### src/rtl/bounded_updown_counter.sv
// Bounded up/down counter: runtime step, wrap or saturate at [MIN_VAL, MAX_VAL], clamped load, tc pulse.
// Optional sticky terminal-count flag (ovf/ovf_clr) when UDC_OVF_STICKY_EN is defined.
module bounded_updown_counter #(
    parameter int WIDTH   = 8,
    parameter int MIN_VAL = 0,
    parameter int MAX_VAL = 255,
    parameter int WRAP    = 1,
    parameter int STEP_W  = 2
) (
    input  logic              clk,
    input  logic              reset,
    input  logic              enable,
    input  logic              up,
    input  logic              down,
    input  logic [STEP_W-1:0] step,
    input  logic              load,
    input  logic [WIDTH-1:0]  load_val,
    output logic [WIDTH-1:0]  out,
    output logic              at_min,
    output logic              at_max,
    output logic              tc
`ifdef UDC_OVF_STICKY_EN
    ,
    input  logic              ovf_clr,
    output logic              ovf
`endif
);
    // There is no handshake: every edge with enable=1 and up^down=1 is a
    // consumed count; load and reset take precedence over counting.

    localparam int XW = WIDTH + 1;
    localparam logic [WIDTH:0]   L_MIN   = XW'(MIN_VAL);
    localparam logic [WIDTH:0]   L_MAX   = XW'(MAX_VAL);
    localparam logic [WIDTH-1:0] L_MIN_W = WIDTH'(MIN_VAL);
    localparam logic [WIDTH-1:0] L_MAX_W = WIDTH'(MAX_VAL);

    logic [WIDTH-1:0] r_out;
    logic             r_tc;

    logic [WIDTH:0]   w_cur;
    logic [WIDTH:0]   w_step;
    logic [WIDTH:0]   w_up_sum;
    logic [WIDTH:0]   w_min_plus_step;
    logic [WIDTH:0]   w_load_ext;
    logic [WIDTH:0]   w_load_clamped;
    logic [WIDTH:0]   w_count_val;
    logic             w_count_en;
    logic             w_up_cross;
    logic             w_dn_cross;
    logic             w_tc_next;

    // Arithmetic is one bit wider than the counter so MAX_VAL = 2^WIDTH-1 cannot overflow.
    always_comb begin
        w_cur           = {1'b0, r_out};
        w_step          = (step == '0) ? XW'(1) : XW'(step);
        w_up_sum        = w_cur + w_step;
        w_min_plus_step = L_MIN + w_step;
        w_count_en      = enable & (up ^ down);
        w_up_cross      = (w_up_sum > L_MAX);
        w_dn_cross      = (w_cur < w_min_plus_step);
        w_count_val     = w_cur;
        if (up) begin
            if (!w_up_cross) begin
                w_count_val = w_up_sum;
            end else if (WRAP != 0) begin
                w_count_val = L_MIN + (w_up_sum - L_MAX - XW'(1));
            end else begin
                w_count_val = L_MAX;
            end
        end else begin
            if (!w_dn_cross) begin
                w_count_val = w_cur - w_step;
            end else if (WRAP != 0) begin
                w_count_val = L_MAX - (w_min_plus_step - w_cur - XW'(1));
            end else begin
                w_count_val = L_MIN;
            end
        end
        w_tc_next = ~load & w_count_en & (up ? w_up_cross : w_dn_cross);

        w_load_ext     = {1'b0, load_val};
        w_load_clamped = w_load_ext;
        if (w_load_ext < L_MIN) begin
            w_load_clamped = L_MIN;
        end else if (w_load_ext > L_MAX) begin
            w_load_clamped = L_MAX;
        end
    end

    always_ff @(posedge clk) begin
        if (reset) begin
            r_out <= L_MIN_W;
            r_tc  <= 1'b0;
        end else if (load) begin
            r_out <= WIDTH'(w_load_clamped);
            r_tc  <= 1'b0;
        end else if (w_count_en) begin
            r_out <= WIDTH'(w_count_val);
            r_tc  <= w_tc_next;
        end else begin
            r_tc  <= 1'b0;
        end
    end

`ifdef UDC_OVF_STICKY_EN
    logic r_ovf;

    // A terminal count on the same edge as a clear keeps the flag set.
    always_ff @(posedge clk) begin
        if (reset) begin
            r_ovf <= 1'b0;
        end else if (w_tc_next) begin
            r_ovf <= 1'b1;
        end else if (ovf_clr) begin
            r_ovf <= 1'b0;
        end
    end

    assign ovf = r_ovf;
`endif

    assign out    = r_out;
    assign tc     = r_tc;
    assign at_min = (r_out == L_MIN_W);
    assign at_max = (r_out == L_MAX_W);

endmodule

### config.mk
export PLATFORM = sky130hd
export DESIGN_NAME = bounded_updown_counter
export DESIGN_NICKNAME = d
export VERILOG_FILES = /design/src/rtl/bounded_updown_counter.sv
export SDC_FILE = /design/constraint.sdc
export NUM_CORES = 1
export LEC_CHECK = 0
export CAP_MARGIN = 5
export CORE_UTILIZATION = 25
export CTS_BUF_LIST = sky130_fd_sc_hd__clkbuf_8 sky130_fd_sc_hd__clkbuf_16
export CTS_CLUSTER_SIZE = 12
export DETAILED_ROUTE_END_ITERATION = 7
export REMOVE_ABC_BUFFERS = 1
export SLEW_MARGIN = 30
export SYNTH_ARGS = -nofsm -noshare
export SYNTH_HDL_FRONTEND = slang
export SYNTH_SLANG_ARGS = --single-unit
### constraint.sdc
create_clock -name clk -period 2.1 [get_ports clk]
set_input_delay 0.42 -clock clk [delete_from_list [all_inputs] [get_ports clk]]
set_output_delay 0.42 -clock clk [all_outputs]
set_load 0.02 [all_outputs]
# Word-level counts from Yosys, hierarchy flattened
# Cells that the tools add are included.
# Widths: inputs -> output; s select.
dict set report classes {
  addsub 7
  n_eq_ne 1
  n_mux 7
  order_cmp 2
  bitwise_logic 6
  reduce_logical 4
}
# operator n
set op_table {}
lappend op_table {{$mux 8} 5}
lappend op_table {{$sub 8x1->8 const B} 2}
lappend op_table {{$add 8x2->9} 1}
lappend op_table {{$gt 9x8->1 const B} 1}
lappend op_table {{$eq 8x8->1 const B} 1}
lappend op_table {{$logic_not 8->1} 1}
lappend op_table {{$lt 8x2->1} 1}
lappend op_table {{$sub 2x8->8} 1}
lappend op_table {{$sub 8x2->8} 1}
lappend op_table {{$sub 8x8->8 const A} 1}
lappend op_table {{$sub 8x8->8 const B} 1}
lappend op_table {{$and 1x1->1} 3}
lappend op_table {{$reduce_or 3->1} 1}
lappend op_table {{$logic_not 2->1} 1}
lappend op_table {{$mux 2} 1}
lappend op_table {{$not 1->1} 2}
lappend op_table {{$reduce_bool 2->1} 1}
lappend op_table {{$mux 1} 1}
lappend op_table {{$xor 1x1->1} 1}
dict set report totals {
  register_bits 9
  word_cells 29
  out_inout_bits 11
  in_bits 16
}

# Longest topological paths before layout
# Gate-level depths: netlist of run 1.
dict set report depth {
  word_depth 9
  ltp_mapped 7
  depth_no_buf 7
}

# Worst setup path after synthesis of run 1
# No wires, ideal clock.
dict set report synth_path {
  kind {register to register}
  start {register r_out[1], in the netlist out[1]}
  end {register r_out[7], in the netlist out[7]}
  setup_time_ns 0.122
  path_stages_with_launch 6
  t_arrival_ns 1.842
  setup_slack_ns 0.136
  synth_period_minus_slack_ns 1.964
  n_path_buf 0
  t_required_ns 1.978
  cell_sequence {dfxtp_1 > ha_1 > nor2b_1 > or4_4 > o211a_1 > a221o_1}
}
dict set report synth_between {
  elab_chain_cells 7
  word_cells_on_any_way 14
  cone_classes {add/sub: 7; order compare: 2; mux: 5}
}
# element line_no
set synth_rtl {}
lappend synth_rtl {{start, declared} 37} ;# logic [WIDTH-1:0] r_out;
lappend synth_rtl {{start signal, assigned} 95} ;# r_out <= WIDTH'(w_load_clamped);
lappend synth_rtl {{start signal, assigned} 98} ;# r_out <= WIDTH'(w_count_val);
lappend synth_rtl {{$sub 2x8->8 or $add 8x2->9 (tied branches)} {74, 56}}
lappend synth_rtl {{$sub 8x1->8 or $sub 8x8->8 (tied branches)} {74, 66}}
lappend synth_rtl {{$sub 8x8->8 or $sub 8x1->8 (tied branches)} {74, 66}}
lappend synth_rtl {{$mux 8 (on tied branches)} {71, 63}}
lappend synth_rtl {{$mux 8 *} 62} ;# if (up) begin
lappend synth_rtl {{$mux 8 *} 97} ;# end else if (w_count_en) begin
lappend synth_rtl {{$mux 8 *} 94} ;# end else if (load) begin
# Every way passes the cells marked *; elsewhere a longest branch is shown, timed or not. The select of a mux whose other input is x is not followed.
# A chain may end at the register's enable or synchronous reset.

# Worst setup path in the final report of run 1
dict set report layout_path {
  start {register r_out[5], in the netlist out[5]}
  end {output port at_min}
}
dict set report layout_between {
  elab_chain_cells 1
}
# element line_no
set layout_rtl {}
lappend layout_rtl {{$logic_not 8->1} 124} ;# assign at_min = (r_out == L_MIN_W);
lappend layout_rtl {{end, declared} 19} ;# output logic at_min,
# No other way between the ends.

==> impl_metrics.json, run 1 <==
{
  "fin_cells": 188,
  "cts.sinks": 9,
  "hp-class": "register to register",
  "dr.pass1.iters": 4,
  "crit_required_ns": 1.68,
  "grt_pass1_wl_mm": 4.602,
  "ant_nets": 0,
  "synth_edf_count": 0,
  "dr.first_iter.drc_count": 17,
  "async_flop_share": 0,
  "portBuffers": 26,
  "vias_per_cell": 4.899,
  "h-tree-depth": 1,
  "synth_warnings": 0,
  "max_freq_mhz": 498.9,
  "cts_hold_buf": 0,
  "worstPathArrival_ns": 1.58,
  "dpl_cell_area_um2": 1239,
  "grt_pass1_vias": 973,
  "tightest_slew_ns": 0.3987,
  "cp_slowest_stage_delay_ns": 0.38,
  "synth_cells": 98,
  "slew_headroom": 0.7340,
  "vias": 921,
  "antenna_found_initial": 0,
  "rr_startpoint": "out[0]$_SDFFE_PP0P_",
  "die_w_um": 58.33,
  "ys_ff_latch": 9,
  "period_share": 0.9545,
  "hold_start": "out[1]$_SDFFE_PP0P_",
  "cts_root_buf": "clkbuf_8",
  "cts_buffers": 3,
  "status": "finished, final reports clean",
  "path_cells": "nor4_1, buf_4, nor4b_1, dlygate4sd2_1",
  "grt_setup_unrepaired": "no",
  "swShare": 0.3315,
  "power_switching_uw": 223.8,
  "finalSetupViolCount": 0,
  "hold_viol_final": 0,
  "routed_wl_mm": 2.679,
  "clkPwrFrac": 0.312,
  "nets": 167,
  "area_delta_synth_final_pct": 68.77,
  "drv_cap": 0,
  "gr-total-overflow": 0,
  "r2r_cells": 8,
  "synth.avg_cell_area_um2": 8.095,
  "final.setup.worst_slack_ns": 0.09555,
  "placed_cells": 183,
  "holdWs_ns": 0.5271,
  "place.gp.congestion": 0.8423,
  "routedWlPerCell_um": 14.25,
  "worstPathMaxFanout": 4,
  "cts_buffer_depth": 2,
  "finClkSkew_ns": 0.005644,
  "drc": 0,
  "design_area_um2": 1339,
  "post-dp-hpwl_mm": 2.042,
  "timing.rr.end": "out[6]$_SDFFE_PP0P_",
  "whs_endpoint": "out[1]$_SDFFE_PP0P_",
  "crit_family": "buffers and inverters",
  "path_buf_inv": 2,
  "critPathCaptureType": "output pin",
  "rows": 20,
  "slew_violations": 0,
  "critical_path.slowest_cell": "dlygate4sd2_1",
  "cp-start-kind": "register",
  "p_int_uw": 451.4,
  "critical_path_class": "register to output pin",
  "clk_pin_slew_worst_paths_ns": 0.05,
  "period_needed_ns": 2.004,
  "p_per_area_nw_per_um2": 504.3,
  "comb_power_share": 0.394,
  "syn_area_um2": 793.3,
  "ios": 27,
  "ys_types": 41,
  "ys.flop_type": "dfxtp_1",
  "holdPathStages": 2,
  "cts_tree": "built",
  "start_util": 0.2620,
  "ff2ff_setup_slack_ns": 0.20,
  "fp.dieArea_um2": 3402,
  "ys_seq_area_frac": 0.2271,
  "irDropWorstVdd_v": 0.0002380,
  "grt_max_degree": 11,
  "drive_gt1_frac": 0.2708,
  "die_y_um": 58.33,
  "dp_slack_ns": -0.4560,
  "p_seq_frac": 0.295,
  "grt_usage": 0.1823,
  "fp.coreArea_um2": 3028,
  "leakage_nw": 0.5530,
  "antennaDiodeCount": 0,
  "clock_latency_ns": 0.24
}
-- state kept, by name, summed over array words and instances (netlist names) --
signal  flops
out         8
tc          1
-- layout make-up --
class	instances	area, µm²
fillers	320	1689
multi-input cells	80	634.4
repair buffers	47	407.9
flip-flops and latches	9	181.4
well taps	44	55.05
clock buffers	3	41.29
inverters	4	15.01
clock inverters	1	3.754
-- tightest hold or removal path, delay by kind of cell, from the launching register on --
| kind | cells | cell delay (ns) |
|---|---|---|
| flops | 1 | 0.34 |
| simple gates | 1 | 0.07 |
| compound gates | 1 | 0.07 |
-- repair_timing --
| item | CTS | global route |
|---|---|---|
| endpoints found under the hold margin | 0 | 0 |
| buffers inserted | 1 | 0 |
| gates resized for setup | 15 | 7 |
| setup endpoints to repair | 6 | 3 |
| pin swaps | 6 | 0 |
-- cells in the final DEF (no fill, tap or decap), drive strengths merged, types with 3 or more instances in the layout --
| cell type | synthesis | routed |
|---|---|---|
| a21oi | 4 | 4 |
| and3 | 3 | 3 |
| buf | 1 | 21 |
| clkbuf | 4 | 5 |
| clkdlybuf4s50 | 0 | 21 |
| dfxtp | 9 | 9 |
| ha | 4 | 4 |
| inv | 3 | 4 |
| nand2 | 7 | 7 |
| nand3 | 5 | 5 |
| nor2 | 9 | 9 |
| nor2b | 3 | 3 |
| nor3b | 3 | 3 |
| o211ai | 4 | 4 |
| o21ai | 3 | 3 |
| or3 | 3 | 3 |
| xor2 | 3 | 3 |
-- how the worst max path moves through the flow --
stage	endpoint	start	depth (start not counted)
global placement	out[6]$_SDFFE_PP0P_	step[1]	9
CTS	out[6]$_SDFFE_PP0P_	up	6
global route	at_min	out[7]$_SDFFE_PP0P_	4
finish	at_min	out[5]$_SDFFE_PP0P_	4
floorplan	out[7]$_SDFFE_PP0P_	out[1]$_SDFFE_PP0P_	5
detailed placement	out[6]$_SDFFE_PP0P_	step[1]	9
-- per-stage QoR --
step | total power, mW | setup TNS [ns] | util
finish | 0.6752 | 0 | 0.4421
global route | 0.7128 | 0 | 0.4421
CTS | 0.6831 | 0 | 0.4430
detailed placement | 0.4480 | -2.273 | 0.4091
global placement | 0.4412 | -1.921 | 0.4091
floorplan | 0.3074 | 0 | -
-- layer usage --
| layer | vias up | global-route usage | wire length (µm) |
|---|---|---|---|
| li1 | 467 | - | - |
| met1 | 432 | 0.2270 | 1303 |
| met2 | 20 | 0.2972 | 1261 |
| met3 | 2 | 0.04176 | 78 |
| met4 | 0 | 0.08844 | 36 |
| met5 | - | 0 | 0 |
-- cells in the mapped netlist (2+ instances only) --
cell type | n | area, µm²
dfxtp_1 | 9 | 180.2
xor2_1 | 2 | 17.52
nor4b_1 | 2 | 17.52
o211ai_1 | 4 | 30.03
a32oi_1 | 2 | 17.52
a21oi_1 | 4 | 20.02
nand2_1 | 6 | 22.52
o21ai_0 | 3 | 15.01
clkbuf_1 | 4 | 15.01
ha_1 | 4 | 50.05
and3_1 | 2 | 12.51
fa_1 | 2 | 40.04
nor3_1 | 2 | 10.01
a211oi_1 | 2 | 15.01
nor2_1 | 9 | 33.78
inv_1 | 3 | 11.26
nor4_1 | 2 | 12.51
nor3b_1 | 3 | 22.52
a311oi_1 | 2 | 17.52
nand3_1 | 5 | 25.02
a211o_1 | 2 | 17.52
nor2b_1 | 3 | 18.77
or3_1 | 3 | 18.77
-- kinds of logic (layout without fill, tap and decap cells) --
group | count (synthesis) | count (layout) | share of synthesized area
AND/OR/NAND/NOR | 48 | 48 | 0.3565
AO/OA/AOI/OAI | 23 | 23 | 0.2161
flip-flops | 9 | 9 | 0.2271
buffers and inverters | 9 | 55 | 0.04415
adder cells (fa/ha/maj) | 6 | 6 | 0.1136
XOR/XNOR | 3 | 3 | 0.04260
-- power groups by stage --
stage	sequential [mW]	clock (mW)	combinational (mW)
CTS	0.198	0.220	0.264
global placement	0.200	0	0.241
floorplan	0.220	0	0.0871
detailed placement	0.201	0	0.247
finish	0.199	0.210	0.266
global route	0.201	0.221	0.290
(Power assumes the default switching activity.)
==> inputs of run 2 (changes only) <==
CORE_MARGIN = 3   (was not set)
SKIP_CTS_REPAIR_TIMING = 1   (was not set)
==> impl_metrics.json, run 2 (synthesized netlist as in run 1, its figures left out) <==
{
  "slew_violations": 0,
  "holdPathStages": 2,
  "nets": 168,
  "rows": 19,
  "post-dp-hpwl_mm": 2.099,
  "timing.rr.end": "out[6]$_SDFFE_PP0P_",
  "final_cell_mix": "22 x clkdlybuf4s50_1, 21 x buf_4, 9 x nor2_1, 9 x dfxtp_1, 6 x nand2_1",
  "drc": 0,
  "portBuffers": 26,
  "routed_wl_mm": 2.717,
  "antenna_found_initial": 0,
  "cts_root_buf": "clkbuf_8",
  "critical_path_class": "primary input to register",
  "n_fill_cell": 292,
  "status": "finished, final reports clean",
  "fp.coreArea_um2": 2877,
  "cts_buffer_depth": 2,
  "drv_cap": 0,
  "die_w_um": 62.33,
  "crit_family": "buffers and inverters",
  "largest_reg_flops": 8,
  "hold_viol_final": 0,
  "fin_util": 0.4854,
  "cts_tree": "built",
  "worstPathMaxFanout": 5,
  "rr_startpoint": "out[0]$_SDFFE_PP0P_",
  "fp.dieArea_um2": 3885,
  "clk_pin_slew_worst_paths_ns": 0.04,
  "vias": 941,
  "finClkSkew_ns": 0.005508,
  "dpl_cell_area_um2": 1264,
  "crit_required_ns": 2.24,
  "cp_slowest_stage_delay_ns": 0.60,
  "routedWlPerCell_um": 14.53,
  "grt_pass1_wl_mm": 4.347,
  "tightest_slew_ns": 0.3932,
  "finalSetupViolCount": 0,
  "start_util": 0.2758,
  "cts.sinks": 9,
  "period_share": 0.9563,
  "worstPathArrival_ns": 2.15,
  "gr-total-overflow": 0,
  "whs_endpoint": "out[1]$_SDFFE_PP0P_",
  "slew_headroom": 0.7370,
  "vias_per_cell": 5.032,
  "grt_pass1_vias": 940,
  "hp-class": "register to register",
  "critPathCaptureType": "register",
  "cp-start-kind": "primary input",
  "grt_max_degree": 11,
  "critical_path.slowest_cell": "clkdlybuf4s50_1",
  "ant_nets": 0,
  "antennaDiodeCount": 0,
  "grt_usage": 0.1370,
  "path_buf_inv": 2,
  "max_freq_mhz": 498.0,
  "p_per_area_nw_per_um2": 485.8,
  "design_area_um2": 1396,
  "r2r_cells": 7,
  "grt_setup_unrepaired": "no",
  "area_delta_synth_final_pct": 76.03,
  "clock_latency_ns": 0.24,
  "ff2ff_setup_slack_ns": 0.27,
  "leakage_nw": 0.5981,
  "ios": 27,
  "period_needed_ns": 2.008,
  "place.gp.congestion": 0.9022,
  "dr.pass1.iters": 4,
  "dr.first_iter.drc_count": 17,
  "hold_start": "out[1]$_SDFFE_PP0P_",
  "layout_commonest_cell": "clkdlybuf4s50_1",
  "die_y_um": 62.33,
  "total_power_uw": 678.4,
  "irDropWorstVdd_v": 0.0002818,
  "drive_gt1_frac": 0.2552,
  "h-tree-depth": 1,
  "path_cells": "clkdlybuf4s50_1, buf_4, and2_1, a32oi_2, or3_1, a311oi_2",
  "cts_buffers": 3
}
-- run 2: cell types whose count changed in the layout (fill, tap and decap cells not counted), sizes merged --
cell	before	now
clkdlybuf4s50	21	22
clkbuf	5	3
dlygate4sd2	2	0
dlymetal6s2s	1	4
buf	21	22
-- run 2: worst min-delay path, stage by stage, from the launching register on --
cell and delay [ns]:
dfxtp_1 0.34, nand2_1 0.07, a311oi_1 0.08
-- run 2: cell type report --
| cell class | instances | area (µm²) | share of cell area |
|---|---|---|---|
| repair buffers | 48 | 447.9 | 0.3208 |
| clock buffers | 3 | 41.29 | 0.02957 |
| inverters | 4 | 15.01 | 0.01075 |
| multi-input cells | 80 | 655.6 | 0.4695 |
| clock inverters | 1 | 3.754 | 0.002688 |
| well taps | 42 | 52.55 | 0.03763 |
| flip-flops and latches | 9 | 180.2 | 0.1290 |
-- run 2: how the worst max path moves through the flow --
stage | end | slack [ns] | cells past startpoint | start
after CTS | out[6]$_SDFFE_PP0P_ | -0.28 | 9 | step[1]
after global routing | out[6]$_SDFFE_PP0P_ | 0.01 | 6 | up
after global placement | out[6]$_SDFFE_PP0P_ | -0.40 | 9 | step[1]
final | out[6]$_SDFFE_PP0P_ | 0.09 | 6 | up
after detailed placement | out[6]$_SDFFE_PP0P_ | -0.50 | 9 | step[1]
after floorplan | out[7]$_SDFFE_PP0P_ | 0.14 | 5 | out[1]$_SDFFE_PP0P_
-- run 2: routing by layer --
layer	vias to the layer above	global-route usage	wire [µm]
met5	-	0	0
met4	0	0.02204	29
met3	4	0.04505	154
met2	28	0.2191	1292
met1	445	0.1825	1240
li1	464	-	-
-- run 2: power breakdown --
group          switching [mW]  total, mW  internal, mW
Sequential             0.0124      0.197         0.184
Combinational           0.132      0.280         0.148
Clock                  0.0739      0.202         0.128
Total                   0.219      0.678         0.460
-- run 2: through the flow --
stage,TNS (ns),setup slack (ns),hold slack (ns),std cells
3_3_place_gp,-2.183,-0.4009,0.5189,183
6_report,0,0.09183,0.5390,187
2_1_floorplan,0,0.1362,0.4891,93
3_5_place_dp,-2.706,-0.5041,0.5228,183
4_1_cts,-1.223,-0.2847,0.5387,187
5_1_grt,0,0.01084,0.5896,187
==> inputs of run 3 (changes only) <==
GPL_TIMING_DRIVEN = 0   (was not set)
==> impl_metrics.json, run 3 (synthesized netlist as in run 1, its figures left out) <==
{
  "status": "finished, final reports clean",
  "portBuffers": 26,
  "routedWlPerCell_um": 13.93,
  "path_cells": "clkdlybuf4s50_1, xor2_4, nand2_2, or3_1, a311oi_1",
  "p_per_area_nw_per_um2": 518.3,
  "grt_max_degree": 16,
  "n_fill_cell": 287,
  "slew_headroom": 0.5705,
  "fp.coreArea_um2": 2877,
  "layout_commonest_cell": "clkdlybuf4s50_1",
  "final_cell_mix": "21 x clkdlybuf4s50_1, 9 x nor2_1, 7 x dfxtp_1",
  "die_w_um": 62.33,
  "cts.sinks": 9,
  "period_needed_ns": 1.943,
  "ant_nets": 0,
  "design_area_um2": 1209,
  "holdWs_ns": 0.5984,
  "cts_buffer_depth": 2,
  "grt_setup_unrepaired": "no",
  "crit_family": "buffers and inverters",
  "crit_required_ns": 2.24,
  "worstPathMaxFanout": 8,
  "cts_tree": "built",
  "h-tree-depth": 1,
  "grt_usage": 0.1174,
  "worstPathArrival_ns": 2.08,
  "antenna_found_initial": 0,
  "hold_viol_final": 0,
  "finClkSkew_ns": 0.004671,
  "dpl_cell_area_um2": 1086,
  "critical_path_class": "primary input to register",
  "die_y_um": 62.33,
  "irDropWorstVdd_v": 0.0003186,
  "vias_per_cell": 5.060,
  "clock_latency_ns": 0.24,
  "dr.pass1.iters": 4,
  "drc": 0,
  "cts_root_buf": "clkbuf_8",
  "largest_reg_flops": 8,
  "drive_gt1_frac": 0.1532,
  "dp_slack_ns": -0.6621,
  "critical_path.slowest_cell": "clkdlybuf4s50_1",
  "cp_slowest_stage_delay_ns": 0.59,
  "gr-total-overflow": 0,
  "antennaDiodeCount": 0,
  "place.gp.congestion": 0.8468,
  "fp.dieArea_um2": 3885,
  "leakage_nw": 0.4690,
  "max_freq_mhz": 514.8,
  "routed_wl_mm": 2.312,
  "rows": 19,
  "drv_cap": 0,
  "nets": 147,
  "hp-class": "register to register",
  "start_util": 0.2758,
  "slew_violations": 0,
  "post-dp-hpwl_mm": 1.654,
  "area_delta_synth_final_pct": 52.37,
  "ios": 27,
  "period_share": 0.9250,
  "cp-start-kind": "primary input",
  "grt_pass1_wl_mm": 3.801,
  "cts_buffers": 3,
  "critPathCaptureType": "register",
  "grt_pass1_vias": 796,
  "dr.first_iter.drc_count": 39,
  "finalSetupViolCount": 0,
  "vias": 840,
  "path_buf_inv": 1,
  "final.setup.worst_slack_ns": 0.1575,
  "clk_pin_slew_worst_paths_ns": 0.05,
  "tightest_slew_ns": 0.6432
}
## run 3: changes by cell type in the layout (fill, tap and decap cells not counted), moves of 2 or more
cell,before,now
buf_4,21,1
clkbuf_2,0,2
dfxtp_1,9,7
dfxtp_2,0,2
## run 3: power by group
part / total, mW / switching, mW / internal (mW) / leakage (nW)
registers: 0.212 / 0.0271 / 0.185 / 0.0751
logic: 0.210 / 0.102 / 0.108 / 0.367
clock network: 0.204 / 0.0761 / 0.128 / 0.0269
total: 0.626 / 0.206 / 0.421 / 0.469
## run 3: cell type report
class	count	area, µm²	area share
multi-input cells	80	648.1	0.5362
repair buffers	27	265.3	0.2195
flip-flops and latches	9	182.7	0.1511
well taps	42	52.55	0.04348
clock buffers	3	41.29	0.03416
inverters	4	15.01	0.01242
clock inverters	1	3.754	0.003106
## run 3: path summary, 6_finish.rpt
| check | slack, ns | startpoint | endpoint | depth (start not counted) |
|---|---|---|---|---|
| max | 0.16 | down | out[6]$_SDFFE_PP0P_ | 5 |
| min | 0.60 | out[1]$_SDFFE_PP0P_ | out[1]$_SDFFE_PP0P_ | 2 |
| max reg2reg | 0.17 | out[0]$_SDFFE_PP0P_ | out[6]$_SDFFE_PP0P_ | 7 |
| min reg2reg | 0.60 | out[1]$_SDFFE_PP0P_ | out[1]$_SDFFE_PP0P_ | 2 |
## run 3: metal layers
metal  track usage  vias to the layer above  routed length (µm)
li1              -                      424                   -
met1        0.1652                      391                1092
met2        0.1774                       23                1083
met3       0.03964                        2                 127
met4       0.01653                        0                   8
met5             0                        -                   0
## run 3: stage by stage
step	util	cells	total power [mW]	setup TNS [ns]
3_5_place_dp	0.3776	161	0.4025	-3.775
3_3_place_gp	0.3776	161	0.3992	-3.507
6_report	0.4202	166	0.6265	0
2_1_floorplan	-	93	0.3074	0
5_1_grt	0.4202	166	0.6644	0
4_1_cts	0.3932	165	0.6087	-2.227
## run 3: worst register-to-register path, delay by kind of cell (launching register included)
| family | cells | cell delay, ns |
|---|---|---|
| fa+ha+maj | 2 | 0.54 |
| flops | 1 | 0.44 |
| buf+inv | 1 | 0.13 |
| compound gates | 3 | 0.57 |
| simple gates | 1 | 0.15 |
